## src/rtl/ibex_rf_access_seq.sv

```systemverilog
// rtl/ibex_rf_access_seq.sv - command-driven sequencer for register file write port A and read ports A/B
module ibex_rf_access_seq #(
    parameter int unsigned DataWidth = 32,
    parameter int unsigned AddrWidth = 5,
    parameter int unsigned RdSettle  = 1,
    parameter bit          ZeroReg   = 1'b1,
    parameter int unsigned ErrCntW   = 16
) (
    input  logic                 clk_i,
    input  logic                 rst_ni,
    input  logic                 cmd_valid_i,
    output logic                 cmd_ready_o,
    input  logic [1:0]           cmd_op_i,
    input  logic [AddrWidth-1:0] cmd_addr_a_i,
    input  logic [AddrWidth-1:0] cmd_addr_b_i,
    input  logic [DataWidth-1:0] cmd_wdata_i,
    output logic                 rsp_valid_o,
    input  logic                 rsp_ready_i,
    output logic [DataWidth-1:0] rsp_rdata_a_o,
    output logic [DataWidth-1:0] rsp_rdata_b_o,
    output logic                 rsp_err_o,
    output logic [ErrCntW-1:0]   err_cnt_o,
    output logic [AddrWidth-1:0] rf_raddr_a_o,
    output logic [AddrWidth-1:0] rf_raddr_b_o,
    input  logic [DataWidth-1:0] rf_rdata_a_i,
    input  logic [DataWidth-1:0] rf_rdata_b_i,
    output logic [AddrWidth-1:0] rf_waddr_a_o,
    output logic [DataWidth-1:0] rf_wdata_a_o,
    output logic                 rf_we_a_o
);

    localparam logic [1:0] OP_READ  = 2'b00;
    localparam logic [1:0] OP_WRITE = 2'b01;
    localparam logic [1:0] OP_WRV   = 2'b10;
    localparam logic [1:0] OP_PAIR  = 2'b11;
    localparam int unsigned CntW = (RdSettle > 1) ? $clog2(RdSettle) : 1;
    localparam logic [CntW-1:0] SettleLoad = CntW'(RdSettle - 1);

    typedef enum logic [1:0] {IDLE, WRITE, SETTLE, RESP} state_e;

    state_e                 state_q, state_d;
    logic [1:0]             op_q, op_d;
    logic [CntW-1:0]        cnt_q, cnt_d;
    logic                   cmd_ready_q, cmd_ready_d;
    logic                   rsp_valid_q, rsp_valid_d;
    logic [DataWidth-1:0]   rsp_rdata_a_q, rsp_rdata_a_d;
    logic [DataWidth-1:0]   rsp_rdata_b_q, rsp_rdata_b_d;
    logic                   rsp_err_q, rsp_err_d;
    logic [ErrCntW-1:0]     err_cnt_q, err_cnt_d;
    logic [AddrWidth-1:0]   raddr_a_q, raddr_a_d;
    logic [AddrWidth-1:0]   raddr_b_q, raddr_b_d;
    logic [AddrWidth-1:0]   waddr_q, waddr_d;
    logic [DataWidth-1:0]   wdata_q, wdata_d;
    logic                   we_q, we_d;
    logic [DataWidth-1:0]   verify_exp;
    logic                   mismatch;

    // The write address/data registers double as the command latch for WRITE_VERIFY readback.
    assign verify_exp = (ZeroReg && (waddr_q == '0)) ? '0 : wdata_q;
    assign mismatch   = (rf_rdata_a_i != verify_exp);

    always_comb begin
        state_d       = state_q;
        op_d          = op_q;
        cnt_d         = cnt_q;
        cmd_ready_d   = cmd_ready_q;
        rsp_valid_d   = rsp_valid_q;
        rsp_rdata_a_d = rsp_rdata_a_q;
        rsp_rdata_b_d = rsp_rdata_b_q;
        rsp_err_d     = rsp_err_q;
        err_cnt_d     = err_cnt_q;
        raddr_a_d     = raddr_a_q;
        raddr_b_d     = raddr_b_q;
        waddr_d       = waddr_q;
        wdata_d       = wdata_q;
        we_d          = 1'b0;
        case (state_q)
            IDLE: begin
                cmd_ready_d = 1'b1;
                if (cmd_valid_i && cmd_ready_q) begin
                    op_d        = cmd_op_i;
                    cmd_ready_d = 1'b0;
                    if ((cmd_op_i == OP_WRITE) || (cmd_op_i == OP_WRV)) begin
                        state_d = WRITE;
                        we_d    = 1'b1;
                        waddr_d = cmd_addr_a_i;
                        wdata_d = cmd_wdata_i;
                    end else begin
                        state_d   = SETTLE;
                        cnt_d     = SettleLoad;
                        raddr_a_d = cmd_addr_a_i;
                        if (cmd_op_i == OP_PAIR) begin
                            raddr_b_d = cmd_addr_b_i;
                        end
                    end
                end
            end
            WRITE: begin
                if (op_q == OP_WRITE) begin
                    state_d       = RESP;
                    rsp_valid_d   = 1'b1;
                    rsp_rdata_a_d = '0;
                    rsp_rdata_b_d = '0;
                    rsp_err_d     = 1'b0;
                end else begin
                    state_d   = SETTLE;
                    cnt_d     = SettleLoad;
                    raddr_a_d = waddr_q;
                end
            end
            SETTLE: begin
                if (cnt_q == '0) begin
                    state_d       = RESP;
                    rsp_valid_d   = 1'b1;
                    rsp_rdata_a_d = rf_rdata_a_i;
                    rsp_rdata_b_d = (op_q == OP_PAIR) ? rf_rdata_b_i : '0;
                    rsp_err_d     = 1'b0;
                    if ((op_q == OP_WRV) && mismatch) begin
                        rsp_err_d = 1'b1;
                        if (err_cnt_q != '1) begin
                            err_cnt_d = err_cnt_q + 1'b1;
                        end
                    end
                end else begin
                    cnt_d = cnt_q - 1'b1;
                end
            end
            RESP: begin
                if (rsp_ready_i) begin
                    state_d     = IDLE;
                    rsp_valid_d = 1'b0;
                    cmd_ready_d = 1'b1;
                end
            end
            default: state_d = IDLE;
        endcase
    end

    always_ff @(posedge clk_i or negedge rst_ni) begin
        if (!rst_ni) begin
            state_q       <= IDLE;
            op_q          <= OP_READ;
            cnt_q         <= '0;
            cmd_ready_q   <= 1'b0;
            rsp_valid_q   <= 1'b0;
            rsp_rdata_a_q <= '0;
            rsp_rdata_b_q <= '0;
            rsp_err_q     <= 1'b0;
            err_cnt_q     <= '0;
            raddr_a_q     <= '0;
            raddr_b_q     <= '0;
            waddr_q       <= '0;
            wdata_q       <= '0;
            we_q          <= 1'b0;
        end else begin
            state_q       <= state_d;
            op_q          <= op_d;
            cnt_q         <= cnt_d;
            cmd_ready_q   <= cmd_ready_d;
            rsp_valid_q   <= rsp_valid_d;
            rsp_rdata_a_q <= rsp_rdata_a_d;
            rsp_rdata_b_q <= rsp_rdata_b_d;
            rsp_err_q     <= rsp_err_d;
            err_cnt_q     <= err_cnt_d;
            raddr_a_q     <= raddr_a_d;
            raddr_b_q     <= raddr_b_d;
            waddr_q       <= waddr_d;
            wdata_q       <= wdata_d;
            we_q          <= we_d;
        end
    end

    assign cmd_ready_o   = cmd_ready_q;
    assign rsp_valid_o   = rsp_valid_q;
    assign rsp_rdata_a_o = rsp_rdata_a_q;
    assign rsp_rdata_b_o = rsp_rdata_b_q;
    assign rsp_err_o     = rsp_err_q;
    assign err_cnt_o     = err_cnt_q;
    assign rf_raddr_a_o  = raddr_a_q;
    assign rf_raddr_b_o  = raddr_b_q;
    assign rf_waddr_a_o  = waddr_q;
    assign rf_wdata_a_o  = wdata_q;
    assign rf_we_a_o     = we_q;

endmodule
```

## config.mk

```make
export PLATFORM = sky130hd
export DESIGN_NAME = ibex_rf_access_seq
export DESIGN_NICKNAME = d
export VERILOG_FILES = /design/src/rtl/ibex_rf_access_seq.sv
export SDC_FILE = /design/constraint.sdc
export NUM_CORES = 1
export LEC_CHECK = 0
export CORE_MARGIN = 10
export CORE_UTILIZATION = 44
export CTS_CLUSTER_DIAMETER = 60
export DETAILED_ROUTE_END_ITERATION = 6
export GPL_ROUTABILITY_DRIVEN = 0
export PLACE_DENSITY = 0.84
export SLEW_MARGIN = 20
export SYNTH_ARGS = -nofsm -noshare
export SYNTH_HDL_FRONTEND = slang
export SYNTH_SLANG_ARGS = --single-unit
```

## constraint.sdc

```tcl
create_clock -name clk_i -period 3.7 [get_ports clk_i]
set_input_delay 1.11 -clock clk_i [delete_from_list [all_inputs] [get_ports clk_i]]
set_output_delay 1.11 -clock clk_i [all_outputs]
set_load 0.02 [all_outputs]
```

==> out/metrics.csv <==
metric;value;unit
cp.required;3.98;ns
h-tree-depth;4;
cp_max_fo;15;
period_minus_slack;3.18;ns
rr_worst_depth;10;
wl;19600;um
antenna_found_initial;0;
grt_pass1_vias;5629;
ys_types;44;
crit_start;rf_rdata_a_i[22];
cp_cell_sequence;clkdlybuf4s50_1, nor4bb_1, a31oi_1, o32ai_1, nand2_1, or4_4, nor3_4, buf_12, nor4_1, xor2_1;
cts_root_buf;clkbuf_16;
overflow;0;
worstMarginPinSlew;0.922;ns
path_delay_family;simple AND/OR/NAND/NOR gates;
ir_worst_vdd;0.000461;V
fmax;315;MHz
core_area;13800;um2
drt-wirelength-per-cell;18.5;um
hpwl;14700;um
cts.repair.resized;0;
hold_viol_final;0;
num_antenna_cells;0;
grt_setup_unrepaired;no;
cts_setup_buffers;0;
grt_pass1_wl;31300;um
skew;0.00636;ns
total_power;7.77;mW
async_flop_share;100;%
drive_above_1_share;6.82;%
powerDensity;826;nW/um2
grt_use_met3;7.02;%
crit_cells;10;
dr.pass1.iters;5;
portBuffers;242;
row_count;43;
setup_viol;0;
cellLeakagePower;4.03;nW
holdCritStartpoint;rsp_rdata_b_o[18];
hold_depth;2;
numClockSinks;135;
r2r_end;err_cnt_o[10];
viasPerCell;5.25;
maxCapViolations;0;
ys.flop_type;dfrtp_1;
die_h;138;um
period_share;85.9;%
use_met2;32.8;%
syn_area;6130;um2
syn_to_final_growth;53.5;%
netlist.area_leader.share;55.1;%
cp_slowest_cell;or4_4;
synth_fp_nets;741;
yosys-top-cells-area;dfrtp_1 (55%), nand2_1 (12%), a22o_1 (4.7%);
nets;985;
critPathBufInv;2;
initial_core_util;44.5;%
cp-end-kind;register;
grt_max_degree;76;
critPathLaunchType;input port;
post-route-drc-count;0;
initialDrtViolationCount;314;
cts_hold_buf;0;
hp-class;register to register;
seq_area_frac_synth;55.1;%
die_area;19000;um2
status;complete, no violations;
crit_path_end;err_cnt_o[10];
max-slew-margin-rel;37.9;%
max_stage_delay;0.58;ns
grt.total_usage;20.0;%
ys_warn_count;0;
insertion_delay;0.42;ns
fill_cells;1064;
grt.busiest_layer;met2;
pin_count;243;
finalSetupTns;0;ns
grtUsageMet1;23.8;%
cts_tree;built;
rrSetupSlack;0.58;ns
critPathKind;input port to register;
vias;5565;
cts_inserted_buffers;17;
synth.ff_latch_count;135;
syn_inst;623;
antenna_left;0;
worst_r2r_startpoint;rf_waddr_a_o[2];
avgSynthCellArea;9.83;um2
die_x;138;um
synth_top_cell_by_area;dfrtp_1;
final_max_slew_viol_count;0;
clockBufferDepth;2;
synth_edf_count;0;
arrival;3.46;ns
path_clk_slew;0.06;ns
==> area by class of cell <==
class | count | area [um2] | share of cell area (%)
multi-input cells | 450 | 2600 | 27.7
well taps | 180 | 225 | 2.39
clock inverters | 15 | 179 | 1.90
clock buffers | 17 | 425 | 4.52
repair buffers | 256 | 2570 | 27.3
flip-flops and latches | 135 | 3380 | 35.9
inverters | 7 | 26.3 | 0.279
==> worst min-delay path, stage by stage (launching register included) <==
cell	delay [ns]
dfrtp_1	0.34
nand2_1	0.04
o21ai_0	0.06
==> state kept, by name, summed over array words and instances (netlist names) <==
name	flops
rf_wdata_a_o	32
rf_raddr_b_o	5
rsp_rdata_b_o	32
rsp_err_o	1
err_cnt_o	16
cmd_ready_o	1
rf_raddr_a_o	5
state_q	2
rsp_valid_o	1
rf_waddr_a_o	5
rf_we_a_o	1
rsp_rdata_a_o	32
op_q	2
==> worst min-delay path by stage <==
stage | to | slack (ns)
5_1_grt | rsp_rdata_b_o[18] | 0.51
6_report | rsp_rdata_b_o[18] | 0.48
3_5_place_dp | rf_raddr_a_o[1] | 0.47
2_1_floorplan | op_q[1] | 0.52
3_3_place_gp | rf_raddr_a_o[0] | 0.46
4_1_cts | rf_raddr_a_o[1] | 0.48
==> cells in the mapped netlist (2+ instances only) <==
cell and count:
clkbuf_1 26, nor4bb_1 15, o32ai_1 14, ha_1 6, buf_2 2, nand4_1 5
a22o_1 33, mux2_2 7, nor3b_1 4, nor3_1 10, nor2_1 31, and3_1 5
mux2i_1 5, dfrtp_1 135, xnor2_1 17, a31oi_1 16, nand3_1 5, o32a_1 3
a21oi_1 8, inv_1 7, and2_1 2, nand2_1 191, nor2b_1 2, o21ai_0 41
xor2_1 14
==> power breakdown <==
part	leakage (nW)	total [mW]	switching (mW)	internal [mW]
registers	1.71	2.46	0.465	1.99
logic	2.04	3.59	1.96	1.64
clock network	0.274	1.72	0.662	1.06
total	4.03	7.77	3.08	4.69
==> through the flow <==
stage	cells	instance area, um2	hold WS, ns	worst slack [ns]	utilization (%)
finish	1060	9400	0.479	0.523	68.3
global route	1060	9400	0.511	0.409	68.3
CTS	1060	9400	0.482	0.536	68.3
detailed placement	1028	8800	0.470	0.132	63.9
global placement	1028	8800	0.460	0.143	63.9
floorplan	623	6130	0.517	0.743	-
==> cells in the final DEF, fill, tap and decap left out, types with 11 or more instances in the layout <==
cell	instances
nand2_1	191
xnor2_1	17
clkbuf_16	17
o32ai_1	14
nor2_1	31
o21ai_0	41
buf_4	11
a22o_1	33
nor4bb_1	15
a31oi_1	16
clkdlybuf4s50_1	241
xor2_1	14
dfrtp_1	135
==> layer usage <==
layer | up-vias | part of all wire, %
li1 | 2674 | -
met1 | 2655 | 42
met2 | 209 | 49
met3 | 27 | 7.8
met4 | 0 | 1.7
met5 | - | 0
==> logic make-up (layout without fill, tap and decap cells) <==
logic type / Yosys count / count (layout) / share of synthesized area [%]
fa+ha+maj: 6 / 6 / 1.23
mux: 13 / 13 / 2.35
simple gates: 279 / 279 / 20.7
xor+xnor: 31 / 31 / 4.43
flops: 135 / 135 / 55.1
compound gates: 121 / 121 / 13.6
buf+inv: 38 / 295 / 2.55
No activity file was read; power rests on OpenSTA's default activity.
